## config.mk

```make
export PLATFORM = sky130hd
export DESIGN_NAME = pc_sequencer_flat
export DESIGN_NICKNAME = d
export VERILOG_FILES = /design/src/rtl/pc_sequencer_pkg.sv /design/src/rtl/pc_sequencer_if.sv /design/src/rtl/pc_redirect_buf.sv /design/src/rtl/pc_sequencer.sv /design/src/flat_wrapper.sv
export SDC_FILE = /design/constraint.sdc
export NUM_CORES = 1
export LEC_CHECK = 0
export BUFFER_PORTS_ARGS = -buffer_cell sky130_fd_sc_hd__buf_2
export CELL_PAD_IN_SITES_DETAIL_PLACEMENT = 2
export CELL_PAD_IN_SITES_GLOBAL_PLACEMENT = 2
export CORE_MARGIN = 1
export CORE_UTILIZATION = 30
export DETAILED_ROUTE_END_ITERATION = 10
export PLACE_DENSITY = 0.9
export SETUP_SLACK_MARGIN = 0.05
export SLEW_MARGIN = 0
export SYNTH_ARGS = -nofsm -noshare
export SYNTH_HDL_FRONTEND = slang
export SYNTH_SLANG_ARGS = --single-unit
```

## constraint.sdc

```tcl
create_clock -name clk_i -period 8.7 [get_ports clk_i]
set_clock_uncertainty 0.05 [all_clocks]
set_input_delay 0.87 -clock clk_i [delete_from_list [all_inputs] [get_ports clk_i]]
set_output_delay 0.87 -clock clk_i [all_outputs]
set_load 0.01 [all_outputs]
```

## src/rtl/pc_sequencer_pkg.sv

```systemverilog
// Shared definitions for the fetch-stage next-PC sequencer: FSM state
// encodings, default parameter values and the sequential PC adder.
package pc_sequencer_pkg;

  typedef enum logic [1:0] {
    ST_IDLE = 2'd0,
    ST_RUN  = 2'd1,
    ST_PEND = 2'd2
  } pc_seq_state_e;

  localparam logic [31:0] RESET_VECTOR_DEF = 32'h0000_0000;
  localparam logic [31:0] TRAP_VECTOR_DEF  = 32'h0000_0080;
  localparam int unsigned PC_INC_DEF       = 4;
  localparam int unsigned CNT_W_DEF        = 16;

  // Sequential next PC; wraps modulo 2^32 by construction.
  function automatic logic [31:0] pc_add(input logic [31:0] pc, input int unsigned inc);
    return pc + 32'(inc);
  endfunction

endpackage

```

## src/rtl/pc_sequencer_if.sv

```systemverilog
// Bus between ID/hazard logic, the PC register and the next-PC sequencer.
// Optional trap pins are present only when PC_SEQ_TRAP_EN is defined.
interface pc_sequencer_if import pc_sequencer_pkg::*; #(
  parameter int unsigned CNT_W = CNT_W_DEF
);

  logic              start_i;
  logic              hd_i;
  logic              imem_ready_i;
  logic [31:0]       pc_i;
  logic              branch_i;
  logic [31:0]       branch_target_i;
  logic              jump_i;
  logic [31:0]       jump_target_i;
  logic [31:0]       pc_next_o;
  logic              pc_write_o;
  logic              if_flush_o;
  logic [CNT_W-1:0]  stall_cnt_o;
`ifdef PC_SEQ_TRAP_EN
  logic              trap_i;
  logic [31:0]       epc_o;

  modport slave (
    input  start_i, hd_i, imem_ready_i, pc_i, branch_i, branch_target_i,
           jump_i, jump_target_i, trap_i,
    output pc_next_o, pc_write_o, if_flush_o, stall_cnt_o, epc_o
  );

  modport master (
    output start_i, hd_i, imem_ready_i, pc_i, branch_i, branch_target_i,
           jump_i, jump_target_i, trap_i,
    input  pc_next_o, pc_write_o, if_flush_o, stall_cnt_o, epc_o
  );
`else
  modport slave (
    input  start_i, hd_i, imem_ready_i, pc_i, branch_i, branch_target_i,
           jump_i, jump_target_i,
    output pc_next_o, pc_write_o, if_flush_o, stall_cnt_o
  );

  modport master (
    output start_i, hd_i, imem_ready_i, pc_i, branch_i, branch_target_i,
           jump_i, jump_target_i,
    input  pc_next_o, pc_write_o, if_flush_o, stall_cnt_o
  );
`endif

endinterface

```

## src/rtl/pc_redirect_buf.sv

```systemverilog
// Single-entry redirect buffer: holds a branch/jump target that arrived
// while instruction memory was not ready, until the sequencer applies it.
module pc_redirect_buf (
  input  logic        clk_i,
  input  logic        rst_i,
  input  logic        load_i,
  input  logic        clear_i,
  input  logic [31:0] target_i,
  output logic        pend_v_o,
  output logic [31:0] target_o
);

  logic        pend_v_q;
  logic [31:0] target_q;

  // Valid flag: clear wins so an applied or trapped-over redirect never lingers.
  always_ff @(posedge clk_i or negedge rst_i) begin
    if (!rst_i) begin
      pend_v_q <= 1'b0;
    end else if (clear_i) begin
      pend_v_q <= 1'b0;
    end else if (load_i) begin
      pend_v_q <= 1'b1;
    end
  end

  // Target payload is only meaningful while pend_v_q is set, so it carries no reset.
  always_ff @(posedge clk_i) begin
    if (load_i && !clear_i) begin
      target_q <= target_i;
    end
  end

  assign pend_v_o = pend_v_q;
  assign target_o = target_q;

endmodule

```

## src/rtl/pc_sequencer.sv

```systemverilog
// Next-PC sequencer for the fetch stage: IDLE/RUN/PEND FSM, next-PC mux
// (trap > pending target > jump > branch > PC+PC_INC), PC write gating,
// IF/ID flush and a saturating stall counter.
// Optional trap redirect and EPC capture are built when PC_SEQ_TRAP_EN is defined.
module pc_sequencer import pc_sequencer_pkg::*; #(
  parameter logic [31:0] RESET_VECTOR = RESET_VECTOR_DEF,
  parameter logic [31:0] TRAP_VECTOR  = TRAP_VECTOR_DEF,
  parameter int unsigned PC_INC       = PC_INC_DEF,
  parameter int unsigned CNT_W        = CNT_W_DEF
) (
  input  logic          clk_i,
  input  logic          rst_i,
  pc_sequencer_if.slave bus
);

  pc_seq_state_e    state_q, state_d;
  logic [CNT_W-1:0] stall_cnt_q;
  logic             active;
  logic             trap_act;
  logic             pend_v;
  logic [31:0]      pend_tgt;
  logic             redir_req;
  logic [31:0]      redir_tgt;
  logic             pend_load;
  logic             pend_apply;
  logic             pend_clear;
  logic             pc_write;
  logic [31:0]      pc_next;
  logic             if_flush;

  function automatic logic [CNT_W-1:0] sat_inc(input logic [CNT_W-1:0] v);
    return (&v) ? v : v + CNT_W'(1);
  endfunction

  assign active = (state_q != ST_IDLE);

`ifdef PC_SEQ_TRAP_EN
  logic [31:0] epc_q;

  assign trap_act = active & bus.trap_i;

  // Faulting PC is captured on the trap cycle; it is data only, so no reset.
  always_ff @(posedge clk_i) begin
    if (trap_act) begin
      epc_q <= bus.pc_i;
    end
  end

  assign bus.epc_o = epc_q;
`else
  assign trap_act = 1'b0;
`endif

  // A new redirect is only taken when ID is not stalled and nothing is already buffered.
  assign redir_req  = active & ~bus.hd_i & ~pend_v & (bus.branch_i | bus.jump_i);
  assign redir_tgt  = bus.jump_i ? bus.jump_target_i : bus.branch_target_i;
  assign pc_write   = trap_act | (active & bus.imem_ready_i & ~bus.hd_i);
  assign pend_load  = redir_req & ~bus.imem_ready_i & ~trap_act;
  assign pend_apply = active & pend_v & bus.imem_ready_i & ~bus.hd_i;
  assign pend_clear = trap_act | pend_apply;

  pc_redirect_buf u_redirect_buf (
    .clk_i    (clk_i),
    .rst_i    (rst_i),
    .load_i   (pend_load),
    .clear_i  (pend_clear),
    .target_i (redir_tgt),
    .pend_v_o (pend_v),
    .target_o (pend_tgt)
  );

  // Next-PC mux and flush; flush follows the write enable whenever a redirect is selected.
  always_comb begin
    pc_next  = RESET_VECTOR;
    if_flush = 1'b0;
    if (trap_act) begin
      pc_next  = TRAP_VECTOR;
      if_flush = 1'b1;
    end else if (active) begin
      if (pend_v) begin
        pc_next  = pend_tgt;
        if_flush = pc_write;
      end else if (redir_req) begin
        pc_next  = redir_tgt;
        if_flush = pc_write;
      end else begin
        pc_next  = pc_add(bus.pc_i, PC_INC);
      end
    end
  end

  // Next-state: start_i=0 always parks in IDLE; a retained redirect resumes via PEND.
  always_comb begin
    state_d = state_q;
    unique case (state_q)
      ST_IDLE: if (bus.start_i) state_d = pend_v ? ST_PEND : ST_RUN;
      ST_RUN: begin
        if (!bus.start_i)  state_d = ST_IDLE;
        else if (pend_load) state_d = ST_PEND;
      end
      ST_PEND: begin
        if (!bus.start_i)  state_d = ST_IDLE;
        else if (pend_clear) state_d = ST_RUN;
      end
      default: state_d = ST_IDLE;
    endcase
  end

  // FSM state register.
  always_ff @(posedge clk_i or negedge rst_i) begin
    if (!rst_i) begin
      state_q <= ST_IDLE;
    end else begin
      state_q <= state_d;
    end
  end

  // Stall counter: every active cycle without a PC write, held at all-ones.
  always_ff @(posedge clk_i or negedge rst_i) begin
    if (!rst_i) begin
      stall_cnt_q <= '0;
    end else if (active && !pc_write) begin
      stall_cnt_q <= sat_inc(stall_cnt_q);
    end
  end

  assign bus.pc_next_o   = pc_next;
  assign bus.pc_write_o  = pc_write;
  assign bus.if_flush_o  = if_flush;
  assign bus.stall_cnt_o = stall_cnt_q;

endmodule

```

## src/flat_wrapper.sv

```systemverilog
// flat-port wrapper written by rule: the top's interface ports become plain ports
module pc_sequencer_flat import pc_sequencer_pkg::*;
#(
  parameter logic [31:0] RESET_VECTOR = RESET_VECTOR_DEF,
  parameter logic [31:0] TRAP_VECTOR  = TRAP_VECTOR_DEF,
  parameter int unsigned PC_INC       = PC_INC_DEF,
  parameter int unsigned CNT_W        = CNT_W_DEF
)
  (clk_i, rst_i, bus_start_i, bus_hd_i, bus_imem_ready_i, bus_pc_i, bus_branch_i, bus_branch_target_i, bus_jump_i, bus_jump_target_i, bus_pc_next_o, bus_pc_write_o, bus_if_flush_o, bus_stall_cnt_o);
  pc_sequencer_if #(.CNT_W(CNT_W)) bus_i ();
  input  logic clk_i;
  input  logic rst_i;
  input wire logic [$bits(bus_i.start_i)-1:0] bus_start_i;
  input wire logic [$bits(bus_i.hd_i)-1:0] bus_hd_i;
  input wire logic [$bits(bus_i.imem_ready_i)-1:0] bus_imem_ready_i;
  input wire logic [$bits(bus_i.pc_i)-1:0] bus_pc_i;
  input wire logic [$bits(bus_i.branch_i)-1:0] bus_branch_i;
  input wire logic [$bits(bus_i.branch_target_i)-1:0] bus_branch_target_i;
  input wire logic [$bits(bus_i.jump_i)-1:0] bus_jump_i;
  input wire logic [$bits(bus_i.jump_target_i)-1:0] bus_jump_target_i;
  output wire logic [$bits(bus_i.pc_next_o)-1:0] bus_pc_next_o;
  output wire logic [$bits(bus_i.pc_write_o)-1:0] bus_pc_write_o;
  output wire logic [$bits(bus_i.if_flush_o)-1:0] bus_if_flush_o;
  output wire logic [$bits(bus_i.stall_cnt_o)-1:0] bus_stall_cnt_o;
  assign bus_i.start_i = bus_start_i;
  assign bus_i.hd_i = bus_hd_i;
  assign bus_i.imem_ready_i = bus_imem_ready_i;
  assign bus_i.pc_i = bus_pc_i;
  assign bus_i.branch_i = bus_branch_i;
  assign bus_i.branch_target_i = bus_branch_target_i;
  assign bus_i.jump_i = bus_jump_i;
  assign bus_i.jump_target_i = bus_jump_target_i;
  assign bus_pc_next_o = bus_i.pc_next_o;
  assign bus_pc_write_o = bus_i.pc_write_o;
  assign bus_if_flush_o = bus_i.if_flush_o;
  assign bus_stall_cnt_o = bus_i.stall_cnt_o;
  pc_sequencer #(.RESET_VECTOR(RESET_VECTOR), .TRAP_VECTOR(TRAP_VECTOR), .PC_INC(PC_INC), .CNT_W(CNT_W)) u_core (.clk_i(clk_i), .rst_i(rst_i), .bus(bus_i));
endmodule
```

* Word-level counts from Yosys, hierarchy flattened *
Cells that the tools add are included.

cells by class
  reduce and logical (&&, ||, !) cells = 10
  equal/unequal tests = 5
  bitwise logic cells = 14
  mux-type cells = 16
  add/sub/neg operators = 2

operators by type and width
  operator                 number
  $mux W32                 4
  $add A32 B3 Y32 const B  1
  $add A16 B1 Y16 const B  1
  $reduce_and A16 Y1       1
  $mux W2                  6
  $and A1 B1 Y1            9
  $ne A3 B3 Y1 const B     2
  $pmux W2 S3              1
  $mux W1                  5
  $not A1 Y1               4
  $reduce_bool A2 Y1       2
  $reduce_and A3 Y1        1
  $eq A2 B1 Y1 const B     1
  $eq A2 B2 Y1 const B     1
  $logic_and A1 B1 Y1      2
  $logic_not A1 Y1         2
  $logic_not A2 Y1         1
  $ne A2 B2 Y1 const B     1
  $reduce_and A2 Y1        1
  $or A1 B1 Y1             1

storage, ports and cells
  register bits after elaboration = 51
  input bits = 103
  output and inout port bits = 50
  word-level logic and storage cells = 51

* Logic depth before layout (Yosys ltp) *
Gate-level depths: netlist (run 1).

  word-level depth = 8
  depth in mapped cells = 7
  gate-level depth less buffers = 6

* Modules after synthesis *
From an unflattened synthesis (run 1), not the netlist that was laid out.

unflattened totals
  cells, all modules = 371
  area total of the unflattened synthesis = 3624.7 um2

modules (own cells, without submodules)
  module           area each (um2)  cells each  instances  seq. area each (um2)
  pc_sequencer     2622.5           336         1          450.4
  pc_redirect_buf  1002.2           35          1          985.9

* Least setup slack after synthesis (run 1) *
OpenSTA, ideal clock, no wires.

  path type = in2reg
  start point = input bus_jump_i
  end point = register u_core.u_redirect_buf.target_q[0], in the netlist u_core.u_redirect_buf.target_o[0] (enable)
  data required time = 8.189 ns
  library setup time = 0.461 ns
  slack = 4.369 ns
  buffers on the path = 3
  stages on the path = 6
  arrival = 3.820 ns
  path through = buf_2 -> o21bai_1 -> nand2b_1 -> buf_4 -> buf_4 -> nor3_1

between the ends
  word-level cells in the longest chain between the ends = 4

RTL lines
  item                  line                   source
  start, declared       flat_wrapper.sv:19     input wire logic [$bits(bus_i.jump_i)-1:0] bus_jump_i;
  $or A1 B1 Y1          pc_sequencer.sv:55     assign redir_req = active & ~bus.hd_i & ~pend_v & (bus.branch_i | bus.jump_i);
  $and A1 B1 Y1         pc_sequencer.sv:55
  $and A1 B1 Y1         pc_sequencer.sv:58     assign pend_load = redir_req & ~bus.imem_ready_i & ~trap_act;
  $logic_and A1 B1 Y1   pc_redirect_buf.sv:29  if (load_i && !clear_i) begin
  end signal, assigned  pc_redirect_buf.sv:30  target_q <= target_i;
  end, declared         pc_redirect_buf.sv:14  logic [31:0] target_q;

Every way passes these cells.
A chain may end at the register's enable or synchronous reset.

* Worst setup path after layout (run 1) *
  start point = input bus_jump_i
  end point = output bus_pc_next_o[25]

between the ends
  word-level cells in the longest chain between the ends = 5
  elaborated cells on any way between the ends = 6
  those cells by class = 4 x mux; 2 x bitwise

RTL lines
  item           line                source
  $or A1 B1 Y1   pc_sequencer.sv:55
  $and A1 B1 Y1  pc_sequencer.sv:55
  $mux W32 (*)   pc_sequencer.sv:83  end else if (redir_req) begin
  $mux W32 (*)   pc_sequencer.sv:80  if (pend_v) begin
  $mux W32 (*)   pc_sequencer.sv:79  end else if (active) begin
  end, declared  flat_wrapper.sv:21  output wire logic [$bits(bus_i.pc_next_o)-1:0] bus_pc_next_o;

Every way passes the cells marked *; elsewhere a longest branch is shown, timed or not.

==> impl_metrics.csv, run 1 <==
group,metric,value,unit
grt,grt_overflow,0,
detailed_routing,postRouteWirelength,13200,um
floorplanning,fp.dieH,113,um
floorplanning,core.rowCount,40,
timing,hold_viol,0,
timing,hold_slack,0.463,ns
critical_path,crit_path_max_fanout,34,
placement,gp_congestion,0.825,
timing,period_minus_slack,4.50,ns
timing,timing.final.ws_setup,4.20,ns
detailed_routing,drt_first_pass_iters,4,
pwr,swShare,0.432,
critical_path,max_stage_delay,0.75,ns
synth,yosysMostFrequentCell,"mux2_2",
synth,async_flop_share,0.373,
grt,grt_pass1_wl,21800,um
layout,layout-drive-gt1-share,0.416,
critical_path,crit_family,"simple AND/OR/NAND/NOR gates",
critical_path,ff2ff_path_depth,5,
grt,grt_use_total,0.217,
timing,slew_violations,0,
grt,grt_max_degree,46,
synth,ys_seq_elements,51,
detailed_routing,dr_total_vias,3616,
placement,placed_area,4560,um^2
critical_path,end_kind,"primary output",
pwr,power.leakage,2.03,nW
floorplanning,ios,153,
critical_path,crit_chain,"buf_2 -> o21bai_1 -> nor2_1 -> nor2_1 -> buf_4 -> a211oi_1 -> buf_2",
clocking,post_cts_buffers,0,
synth,synth_fp_nets,486,
layout,fillers,1342,
layout,nets,626,
timing,tns,0,ns
layout,antenna_cells,0,
hold_path,min_path_cells,1,
synth,synth_top_flop_cell,"edfxtp_1",
pwr,clkPwrFrac,0.197,
synth,yosys-top-cells-count,"33 x mux2_2, 32 x edfxtp_1, 32 x o21ai_0, 26 x nand2_1, 25 x nand3_1",
clocking,cts_tree,"done",
synth,netlist-cell-type-count,52,
floorplanning,start_util,0.307,
synth,synth_top_cell_by_area,"edfxtp_1",
layout,finish.instance_area,4700,um^2
critical_path,crit_required,7.78,ns
synth,syn_avg_cell_area,9.69,um^2
hold_path,min_from,"u_core.bus.stall_cnt_o[10]",
hold_path,hold_class,"reg -> reg",
floorplanning,dieArea,12800,um^2
clocking,insertion_delay,0.30,ns
grt,grt_pass1_vias,4190,
pwr,p_int,0.599,mW
synth,synth_edf_count,32,
pwr,sequentialPowerShare,0.303,
critical_path,crit_buf_inv,3,
critical_path,crit_type,"in -> out",
pwr,switchingPower,0.455,mW
synth,netlist.area_leader.share,0.260,
layout,multiInputGateArea,2130,um^2
critical_path,worst_r2r_startpoint,"u_core.state_q[0]",
timing,tightest_slew,1.05,ns
floorplanning,die_x,113,um
clocking,cts_resized,0,
pwr,ir_drop,98.7,uV
timing,max_slew_margin,0.291,
synth,syn-cell-area,3690,um^2
placement,pre_cts_slack,4.10,ns
detailed_routing,drtAntennaViolNets,0,
critical_path,r2r-end,"u_core.u_redirect_buf.target_o[20]",
timing,setup_viol,0,
synth,ys_warn_count,0,
clocking,cts_inserted_buffers,5,
placement,place_hpwl,10100,um
critical_path,arrival,3.58,ns
floorplanning,core_area,12000,um^2
detailed_routing,viasPerCell,5.41,
timing,timing.final.crit_share,0.517,
clocking,postCtsHoldBufs,0,
critical_path,slowest_stage,"nor2_1",
placement,io_buffers,152,
pwr,combPwrFrac,0.500,
layout,syn_to_final_growth,27.4,%
synth,synth_area_leaders,"edfxtp_1 26%, dfrtp_1 13%, mux2_2 10%, xnor2_1 5.0%, o21ai_0 4.3%",
timing,maxClockFrequency,0.222,GHz
synth,synth_seq_area_share,0.389,
clocking,cts_buffer_depth,2,
detailed_routing,drc,0,
critical_path,rrSetupSlack,5.73,ns
hold_path,hold_end,"u_core.bus.stall_cnt_o[10]",
pwr,power_density,224,nW/um^2
run_status,outcome,"complete, no violations",
synth,syn_inst,381,
clocking,path_clk_slew,0.07,ns
detailed_routing,detailedRoute.firstIterationViolations,144,
run,max-cap-violations,0,
clocking,htreeDepth,2,
critical_path,crit_start,"bus_jump_i",
critical_path,cp-start-kind,"input port",
clocking,cts_root_buffer,"clkbuf_16",
detailed_routing,routedWlPerCell,19.8,um
grt,grt_antenna_before_repair,0,
layout,seq_area,1440,um^2
clocking,cts_sinks,51,
timing,rsz0062_at_grt,"false",
-- worst reg2reg max path, delay by kind of cell (launching register included) --
kind	cells	cell delay (ns)
flops	1	0.45
buf+inv	2	0.83
simple gates	3	1.27
-- per-stage QoR --
stage / total power, mW / util / cells
floorplan: 0.641 / - / 381
global placement: 0.832 / 0.379 / 661
detailed placement: 0.855 / 0.379 / 661
CTS: 1.07 / 0.392 / 669
global route: 1.13 / 0.392 / 669
finish: 1.05 / 0.392 / 669
-- cell type report --
class                      instances  share of cell area
clock buffer                       5              0.0266
timing repair buffer             156               0.168
sequential                        51               0.305
multi-input combinational        303               0.453
inverter                           4             0.00319
clock inverter                     3             0.00479
tap                              147              0.0391
-- power groups by stage --
stage               logic (mW)  clock network, mW  registers (mW)
detailed placement       0.530                  0           0.324
CTS                      0.534              0.216           0.320
global route             0.578              0.226           0.325
global placement         0.511                  0           0.321
floorplan                0.317                  0           0.324
finish                   0.526              0.208           0.320
-- cell usage in the layout, fill, tap and decap left out, types with 5 or more instances in the layout --
cell / count
a211oi_2: 6
nor3_1: 17
nor2_1: 23
clkbuf_16: 5
nand4_1: 13
nand3_1: 25
a211oi_1: 5
and3_1: 12
xor2_1: 15
dfrtp_1: 19
nand2_1: 26
mux2_2: 33
mux2i_1: 10
xnor2_1: 21
o21ai_0: 32
a21oi_1: 6
edfxtp_1: 32
buf_2: 152
and2_1: 9
-- metal layers --
| layer | GRT usage | part of all wire |
|---|---|---|
| met2 | 0.401 | 0.51 |
| met1 | 0.263 | 0.43 |
| met5 | 0 | 0 |
| met4 | 0.0377 | 0.0063 |
| met3 | 0.0455 | 0.053 |
-- sequential cells by signal, summed over array words and instances (netlist names) --
| register | cells |
|---|---|
| u_core.u_redirect_buf.target_o | 32 |
| u_core.state_q | 2 |
| u_core.u_redirect_buf.pend_v_o | 1 |
| u_core.bus.stall_cnt_o | 16 |
-- logic make-up (layout without fill, tap and decap cells) --
logic type	Yosys count	count (layout)	synth area share
AOI/OAI and AO/OA	74	74	0.137
xor gates and xnor gates	36	36	0.0854
adders and majority gates	2	2	0.00678
buffers and inverters	27	168	0.0352
DFF	51	51	0.389
muxes	43	43	0.128
and+or+nand+nor	148	148	0.219
-- worst max path at each step --
stage / to / slack [ns] / cells past startpoint
after floorplan: u_core.u_redirect_buf.target_o[0] / 4.37 / 6
after global placement: bus_pc_next_o[23] / 4.31 / 7
after detailed placement: bus_pc_next_o[21] / 4.10 / 7
after CTS: bus_pc_next_o[21] / 4.11 / 7
after global routing: bus_pc_next_o[21] / 3.85 / 7
final: bus_pc_next_o[25] / 4.20 / 7
(Power assumes the default switching activity.)
==> inputs of run 2 (changes only) <==
Settings changed: CORE_UTILIZATION 30 to 28, PLACE_DENSITY 0.9 to 0.85.
Clock period 8.7 ns to 4.2 ns, I/O delays scaled along.
==> run 2 against run 1 <==
Effect of this change: via count down 2.3%; clock-buffer cell count unchanged; power up 110%; worst hold slack lost 0.46 ns; critical path depth stayed put; critical endpoint is now bus_pc_next_o[6]; highest routed layer unchanged.
==> impl_metrics.csv, run 2 (synthesis results as in run 1) <==
group,metric,value,unit
run_status,outcome,"complete, no violations",
placement,io_buffers,152,
hold_path,hold_class,"in -> async",
clocking,path_clk_slew,0.08,ns
critical_path,cp-start-kind,"flop",
critical_path,end_kind,"primary output",
layout,syn_to_final_growth,29.0,%
layout,final_cell_mix,"152 x buf_2, 33 x mux2_2, 32 x o21ai_0, 32 x edfxtp_1, 26 x nand2_1",
layout,utilization,0.375,
clocking,cts_resized,0,
grt,grt_pass1_wl,20600,um
timing,setup_viol,0,
floorplanning,fp.dieH,117,um
clocking,cts_tree,"done",
layout,finish.instance_area,4760,um^2
timing,max_slew_margin,0.248,
clocking,cts_sinks,51,
detailed_routing,detailedRoute.firstIterationViolations,112,
critical_path,crit_required,3.73,ns
run,max-cap-violations,0,
grt,grt_pass1_vias,3915,
timing,hold_viol,0,
grt,grt_overflow,0,
clocking,cts_inserted_buffers,5,
timing,maxClockFrequency,0.304,GHz
timing,rsz0062_at_grt,"false",
grt,grt_use_total,0.198,
detailed_routing,dr_total_vias,3534,
timing,hold_slack,0.00606,ns
timing,tns,0,ns
floorplanning,core_area,12700,um^2
clocking,cts_buffer_depth,2,
placement,placed_area,4610,um^2
timing,tightest_slew,1.12,ns
pwr,power.leakage,2.05,nW
layout,layout-drive-gt1-share,0.419,
layout,largest_reg_flops,32,
critical_path,crit_type,"reg -> out",
layout,antenna_cells,0,
critical_path,arrival,2.82,ns
timing,slew_violations,0,
detailed_routing,drt_first_pass_iters,4,
floorplanning,ios,153,
floorplanning,dieArea,13700,um^2
layout,nets,629,
timing,timing.final.crit_share,0.784,
clocking,post_cts_buffers,0,
grt,grt_max_degree,47,
detailed_routing,drc,0,
critical_path,r2r-end,"u_core.u_redirect_buf.target_o[22]",
floorplanning,die_x,117,um
clocking,cts_root_buffer,"clkbuf_16",
clocking,postCtsHoldBufs,0,
placement,pre_cts_slack,1.09,ns
timing,timing.final.ws_setup,0.909,ns
timing,period_minus_slack,3.29,ns
critical_path,worst_r2r_startpoint,"u_core.state_q[0]",
detailed_routing,viasPerCell,5.07,
critical_path,ff2ff_path_depth,4,
critical_path,rrSetupSlack,1.57,ns
pwr,ir_drop,150,uV
placement,place_hpwl,10100,um
layout,final_common_cell,"buf_2",
floorplanning,core.rowCount,41,
clocking,insertion_delay,0.30,ns
pwr,power_density,461,nW/um^2
grt,grt_antenna_before_repair,0,
critical_path,crit_path_max_fanout,35,
placement,gp_congestion,0.827,
clocking,htreeDepth,2,
detailed_routing,routedWlPerCell,18.7,um
layout,fillers,1467,
detailed_routing,drtAntennaViolNets,0,
detailed_routing,postRouteWirelength,13000,um
floorplanning,start_util,0.290,
==> run 2: metrics by stage <==
stage	std cells	total power [mW]
floorplan	381	1.33
global placement	689	1.74
detailed placement	689	1.79
CTS	697	2.23
global route	697	2.36
finish	697	2.20
==> run 2: cell type report <==
class	instances	area, um^2	share of cell area
Clock inverter	3	28.8	0.00604
Clock buffer	5	125	0.0263
Tap cell	172	215	0.0452
Inverter	4	15.0	0.00315
Sequential cell	51	1440	0.301
Multi-Input combinational cell	303	2130	0.447
Timing Repair Buffer	159	813	0.171
==> run 2: how the worst max path moves through the flow <==
| stage | slack (ns) | startpoint | end | depth (start not counted) |
|---|---|---|---|---|
| after floorplan | 0.32 | bus_jump_i | u_core.u_redirect_buf.target_o[0] | 6 |
| after global placement | 1.23 | bus_pc_i[2] | bus_pc_next_o[27] | 7 |
| after detailed placement | 1.09 | bus_pc_i[2] | bus_pc_next_o[21] | 7 |
| after CTS | 0.87 | u_core.state_q[1] | bus_pc_next_o[6] | 7 |
| after global routing | 0.73 | u_core.state_q[1] | bus_pc_next_o[6] | 7 |
| final | 0.91 | u_core.state_q[1] | bus_pc_next_o[6] | 7 |
==> run 2: power by group <==
part / total (mW) / leakage (nW) / switching, mW / internal (mW)
logic: 1.10 / 1.43 / 0.681 / 0.416
registers: 0.662 / 0.539 / 0.0598 / 0.603
clock network: 0.438 / 0.0759 / 0.210 / 0.228
==> run 2: routing by layer <==
layer  vias to the layer above  GRT usage  share of wire
met1                      1716      0.247           0.44
met3                         7     0.0433          0.060
met5                         -          0              0
met2                       110      0.354           0.49
li1                       1701          -              -
met4                         0     0.0363         0.0075
==> run 2: worst max-delay path: stages (launching register included) <==
cell	delay, ns
dfrtp_1	0.43
or2_2	0.58
nand2b_1	0.48
buf_4	0.36
mux2i_1	0.23
o21ai_0	0.10
and2_1	0.19
buf_2	0.13
